### src/rtl/uart_rx_word_assembler_pkg.sv
// Shared definitions for the UART RX word assembler and its ASCII hex decoder.
// Contents: ASCII code points for hex digits and line terminators, FSM state
// encoding, and bit positions within the error flag register.
package uart_rx_word_assembler_pkg;

  localparam logic [7:0] ASCII_0    = 8'h30;
  localparam logic [7:0] ASCII_9    = 8'h39;
  localparam logic [7:0] ASCII_A_UP = 8'h41;
  localparam logic [7:0] ASCII_F_UP = 8'h46;
  localparam logic [7:0] ASCII_A_LO = 8'h61;
  localparam logic [7:0] ASCII_F_LO = 8'h66;
  localparam logic [7:0] ASCII_CR   = 8'h0D;
  localparam logic [7:0] ASCII_LF   = 8'h0A;

  typedef enum logic [1:0] {
    IDLE   = 2'd0,
    ACK    = 2'd1,
    DECODE = 2'd2
  } state_e;

  localparam int unsigned ERR_INVALID = 0;
  localparam int unsigned ERR_OVERRUN = 1;
  localparam int unsigned ERR_BITS    = 2;

endpackage

### src/rtl/hex_ascii_decoder.sv
// Combinational ASCII hex-digit decoder.
// Ports:
//   chr     - received character
//   nib     - decoded nibble value (0 when not a hex digit)
//   valid   - chr is 0-9, A-F or a-f
//   is_crlf - chr is CR or LF
module hex_ascii_decoder
  import uart_rx_word_assembler_pkg::*;
#(
  parameter int unsigned UART_Nbit = 8
) (
  input  logic [UART_Nbit-1:0] chr,
  output logic [3:0]           nib,
  output logic                 valid,
  output logic                 is_crlf
);

  always_comb begin
    nib     = 4'd0;
    valid   = 1'b0;
    is_crlf = (chr == ASCII_CR) || (chr == ASCII_LF);
    if (chr >= ASCII_0 && chr <= ASCII_9) begin
      valid = 1'b1;
      nib   = chr[3:0];
    end else if ((chr >= ASCII_A_UP && chr <= ASCII_F_UP) ||
                 (chr >= ASCII_A_LO && chr <= ASCII_F_LO)) begin
      // Letters start at x1 in their column, so +9 maps 'A'/'a' to 10.
      valid = 1'b1;
      nib   = chr[3:0] + 4'd9;
    end
  end

endmodule

### src/rtl/uart_rx_word_assembler.sv
// Assembles hex characters from the UART receiver into 32-bit words,
// least-significant nibble first.
// Ports:
//   clk, reset     - clock, asynchronous active-low reset
//   rx_byte        - received character, valid while rx_flag is high
//   rx_flag        - UART RX character-available flag
//   clr_rx_flag    - active-low acknowledge back to UART RX
//   clr_word_flag  - active-low software clear of word and error flags
//   word_out       - last completed word
//   word_flag_out  - word-ready in bit 0, zero-extended
//   err_flag_out   - bit0 invalid character, bit1 overrun, zero-extended
module uart_rx_word_assembler
  import uart_rx_word_assembler_pkg::*;
#(
  parameter int unsigned DATA_WIDTH = 32,
  parameter int unsigned UART_Nbit  = 8,
  parameter int unsigned NIBBLES    = DATA_WIDTH / 4
) (
  input  logic                  clk,
  input  logic                  reset,
  input  logic [UART_Nbit-1:0]  rx_byte,
  input  logic                  rx_flag,
  output logic                  clr_rx_flag,
  input  logic                  clr_word_flag,
  output logic [DATA_WIDTH-1:0] word_out,
  output logic [DATA_WIDTH-1:0] word_flag_out,
  output logic [DATA_WIDTH-1:0] err_flag_out
);

  localparam int unsigned CntW = (NIBBLES > 1) ? $clog2(NIBBLES) : 1;

  state_e                state_q, state_d;
  logic [UART_Nbit-1:0]  byte_q, byte_d;
  logic [DATA_WIDTH-1:0] shreg_q, shreg_d;
  logic [DATA_WIDTH-1:0] word_q, word_d;
  logic [CntW-1:0]       nib_cnt_q, nib_cnt_d;
  logic                  word_flag_q, word_flag_d;
  logic [ERR_BITS-1:0]   err_q, err_d;
  logic                  clr_rx_q, clr_rx_d;

  logic [3:0] dec_nib;
  logic       dec_valid;
  logic       dec_is_crlf;

  hex_ascii_decoder #(
    .UART_Nbit(UART_Nbit)
  ) u_dec (
    .chr    (byte_q),
    .nib    (dec_nib),
    .valid  (dec_valid),
    .is_crlf(dec_is_crlf)
  );

  always_comb begin
    state_d     = state_q;
    byte_d      = byte_q;
    shreg_d     = shreg_q;
    word_d      = word_q;
    nib_cnt_d   = nib_cnt_q;
    word_flag_d = word_flag_q;
    err_d       = err_q;
    clr_rx_d    = clr_rx_q;

    // Software clear is applied first so any set event below overrides it.
    if (!clr_word_flag) begin
      word_flag_d = 1'b0;
      err_d       = '0;
    end

    unique case (state_q)
      IDLE: begin
        if (rx_flag) begin
          byte_d   = rx_byte;
          clr_rx_d = 1'b0;
          state_d  = ACK;
        end
      end
      ACK: begin
        if (!rx_flag) begin
          clr_rx_d = 1'b1;
          state_d  = DECODE;
        end
      end
      DECODE: begin
        state_d = IDLE;
        if (word_flag_q) begin
          // Unread word pending: drop the byte, leave assembly state alone.
          err_d[ERR_OVERRUN] = 1'b1;
        end else if (dec_valid) begin
          shreg_d = {dec_nib, shreg_q[DATA_WIDTH-1:4]};
          if (nib_cnt_q == CntW'(NIBBLES - 1)) begin
            word_d      = shreg_d;
            word_flag_d = 1'b1;
            nib_cnt_d   = '0;
          end else begin
            nib_cnt_d = nib_cnt_q + CntW'(1);
          end
        end else if (dec_is_crlf && nib_cnt_q == '0) begin
          // Line terminator between words: ignored.
        end else begin
          err_d[ERR_INVALID] = 1'b1;
          nib_cnt_d          = '0;
        end
      end
      default: begin
        state_d  = IDLE;
        clr_rx_d = 1'b1;
      end
    endcase
  end

  always_ff @(posedge clk or negedge reset) begin
    if (!reset) begin
      state_q     <= IDLE;
      byte_q      <= '0;
      shreg_q     <= '0;
      word_q      <= '0;
      nib_cnt_q   <= '0;
      word_flag_q <= 1'b0;
      err_q       <= '0;
      clr_rx_q    <= 1'b1;
    end else begin
      state_q     <= state_d;
      byte_q      <= byte_d;
      shreg_q     <= shreg_d;
      word_q      <= word_d;
      nib_cnt_q   <= nib_cnt_d;
      word_flag_q <= word_flag_d;
      err_q       <= err_d;
      clr_rx_q    <= clr_rx_d;
    end
  end

  assign clr_rx_flag   = clr_rx_q;
  assign word_out      = word_q;
  assign word_flag_out = {{(DATA_WIDTH-1){1'b0}}, word_flag_q};
  assign err_flag_out  = {{(DATA_WIDTH-ERR_BITS){1'b0}}, err_q};

endmodule

### config.mk
export PLATFORM = sky130hd
export DESIGN_NAME = uart_rx_word_assembler
export DESIGN_NICKNAME = d
export VERILOG_FILES = /design/src/rtl/uart_rx_word_assembler_pkg.sv /design/src/rtl/hex_ascii_decoder.sv /design/src/rtl/uart_rx_word_assembler.sv
export SDC_FILE = /design/constraint.sdc
export NUM_CORES = 1
export LEC_CHECK = 0
export CELL_PAD_IN_SITES_DETAIL_PLACEMENT = 0
export CELL_PAD_IN_SITES_GLOBAL_PLACEMENT = 1
export CORE_MARGIN = 5
export CORE_UTILIZATION = 38
export CTS_CLUSTER_SIZE = 20
export DETAILED_ROUTE_END_ITERATION = 10
export PLACE_DENSITY_LB_ADDON = 0.25
export RECOVER_POWER = 100
export SYNTH_ARGS = -nofsm -noshare
export SYNTH_HDL_FRONTEND = slang
export SYNTH_SLANG_ARGS = --single-unit
### constraint.sdc
create_clock -name clk -period 2.9 [get_ports clk]
set_input_delay 0.725 -clock clk [delete_from_list [all_inputs] [get_ports clk]]
set_output_delay 0.725 -clock clk [all_outputs]
set_load 0.1 [all_outputs]
==> results.tsv <==
stage	metric	value	unit
timing	worstMarginPinSlew	1880	ps
clocking	clk_latency	350	ps
floorplanning	core_area	9860	um^2
timing	fin_skew	13.2	ps
cells_and_area	fin_area	4020	um^2
clocking	cts_sinks	77	
clocking	clock_path_buffers	2	
yosys	syn_inst	276	
route	route.antenna.remaining_nets	0	
floorplanning	die_x	111	um
place	dp_hpwl	4490	um
yosys	yosys_warnings	0	
run	max_cap_violations	1	
power	irDropWorstVdd	271	uV
route	dr.pass1.iters	4	
setup_path	start_kind	flip-flop	
route	drtIter0Drc	65	
cells_and_area	nFillCells	983	
global_route	grt_pass1_wl	10400	um
floorplanning	fp.dieH	111	um
cells_and_area	synthToLayoutAreaGrowth	3.75	%
setup_path	critPathCaptureType	flip-flop	
setup_path	required	3130	ps
floorplanning	floorplan.initialDensity	39.3	%
route	vias	1973	
yosys	syn_area	3870	um^2
setup_path	reg2reg_depth	6	
min_path	hold-path-cell-count	1	
timing	rsz0062_at_grt	no	
floorplanning	rows	36	
global_route	antenna_found_initial	0	
cells_and_area	fin_util	40.7	%
setup_path	r2r_end	word_out[25]	
floorplanning	io_pins	109	
timing	finalHoldViolations	0	
cells_and_area	layout-drive-gt1-share	14.1	%
clocking	ctsResizeCount	0	
timing	fmax	0.368	GHz
timing	fin_tns_setup	0	ps
setup_path	crit_start	byte_q[3]	
route	wl	6350	um
setup_path	worstPathArrival	2950	ps
place	placed_cell_area	4150	um^2
place	gp_congestion	0.777	
route	viasPerCell	4.22	
clocking	root_buffer	clkbuf_8	
yosys	synth_area_per_cell	14.0	um^2
timing	final.period_utilization	93.7	%
clocking	h-tree-depth	3	
outcome	status	finished, violations left	
timing	finalSetupViolCount	0	
route	wl_per_cell	13.6	um
yosys	synth_mux_area_share	24.1	%
power	total_power	2550	uW
clocking	cts_tree	built	
yosys	ys.flop_type	dfrtp_1	
yosys	synth.distinct_cells	40	
yosys	synth-xor-area-share	0	%
yosys	synth_compound_area_share	5.49	%
yosys	synthArstFlopShare	100	%
yosys	synth_edf_count	0	
setup_path	rr_startpoint	byte_q[3]	
yosys	synth_top_family_by_area	multiplexers	
cells_and_area	n_antenna_cell	0	
yosys	yosysSeqAreaShare	49.8	%
clocking	numCtsBuffers	9	
global_route	grt_use_total	10.4	%
route	drc_errors	0	
global_route	grt_pass1_vias	2012	
power	pwr_density_cell	634	nW/um^2
setup_path	r2r_slack	180	ps
place	io_buffers	47	
min_path	min_path_type	flip-flop to flip-flop	
floorplanning	die_area	12300	um^2
yosys	synth-simple-area-share	3.59	%
setup_path	cp_max_fo	27	
timing	min_period	2720	ps
power	p_leak	0.00205	uW
setup_path	path_class	flip-flop to flip-flop	
global_route	overflow	0	
clocking	postCtsSetupBuffers	0	
setup_path	crit_end	word_out[25]	
timing	drv_slew	78	
clocking	cts.clk_slew.worst_paths	80	ps
yosys	synth-seq-cells	77	
yosys	yosys.area_share.adder	2.52	%
global_route	grt_max_degree	78	
cells_and_area	nets	348	
clocking	postCtsHoldBufs	0	
outcome	violations	max-capacitance violations, max-slew violations	
timing	slew-limit-headroom	-25.6	%
-- critical path, stage by stage, from the launching register on --
cell and delay [ps]:
dfrtp_1 480, or4b_4 540, a221oi_1 450, clkbuf_1 360, o211ai_4 180, buf_8 260
mux2_1 330
-- per-stage QoR --
step           std cells  hold slack [ps]  setup slack [ps]
6_report             467              476               184
5_1_grt              467              524              12.2
4_1_cts              467              485               173
3_5_place_dp         451              471               190
3_3_place_gp         451              460               237
2_1_floorplan        336              429               792
-- flip-flops by register name (all words and copies together), names as in the netlist --
name	flops
err_q	2
shreg_q	28
clr_rx_flag	1
word_flag_q	1
word_out	32
byte_q	8
state_q	2
nib_cnt_q	3
-- cells in the final DEF, fill, tap and decap left out, types with 2 or more instances in the layout --
cell type / n
mux2_1: 44
dfrtp_1: 76
mux2_4: 4
clkdlybuf4s50_1: 8
nor2_1: 3
clkinv_4: 2
conb_1: 61
nand2b_1: 2
clkbuf_1: 39
nand2_1: 9
o21ai_0: 4
clkinvlp_4: 2
clkbuf_8: 9
o31ai_1: 3
a22o_1: 3
mux2_2: 18
inv_1: 9
dlygate4sd3_1: 2
ha_1: 7
-- worst min path at each step --
| stage | startpoint | to | slack (ps) |
|---|---|---|---|
| 6_report | state_q[1] | state_q[1] | 480 |
| 5_1_grt | word_out[21] | word_out[21] | 520 |
| 4_1_cts | state_q[1] | state_q[1] | 480 |
| 3_5_place_dp | state_q[1] | state_q[1] | 470 |
| 3_3_place_gp | state_q[1] | state_q[1] | 460 |
| 2_1_floorplan | reset | byte_q[0] | 430 |
-- logic make-up (layout without fill, tap and decap cells) --
| kind of cell | after synthesis | after routing |
|---|---|---|
| muxes | 67 | 67 |
| and+or+nand+nor | 23 | 23 |
| other | 1 | 61 |
| AOI/OAI and AO/OA | 23 | 23 |
| DFF | 77 | 77 |
| adders and majority gates | 8 | 8 |
| buffers and inverters | 77 | 75 |
-- final cells by class --
cell class / instances / area (um^2) / area share [%]
Inverter: 9 / 33.8 / 0.841
Timing Repair Buffer: 50 / 263 / 6.54
Multi-Input combinational cell: 182 / 1430 / 35.6
Tap cell: 133 / 166 / 4.14
Sequential cell: 77 / 1930 / 48.0
Clock buffer: 10 / 128 / 3.18
Clock inverter: 6 / 71.3 / 1.77
-- synthesized netlist by cell type, drive strengths merged, types with 2 or more instances --
cell	instances	area (um^2)
nand2b	2	12.5
or4b	2	23.8
inv	9	33.8
buf	67	522
nor2	3	11.3
dfrtp	76	1900
o31ai	3	22.5
a22o	3	26.3
ha	7	87.6
mux2	66	923
nand2	9	33.8
a21oi	2	13.8
o21ai	5	36.3
-- metal layers --
| metal | track usage (%) | share of wire, % |
|---|---|---|
| met1 | 13.2 | 45 |
| met2 | 16.5 | 47 |
| met3 | 4.26 | 6.6 |
| met4 | 2.46 | 0.83 |
| met5 | 0 | 0 |
-- report_power, final --
part / internal, uW / leakage, uW / switching (uW) / total (uW)
combinational: 91.0 / 0.000911 / 461 / 552
clock: 404 / 0.0000931 / 405 / 808
sequential: 1130 / 0.00104 / 59.2 / 1190
total: 1620 / 0.00205 / 925 / 2550
No activity file was read; power rests on OpenSTA's default activity.
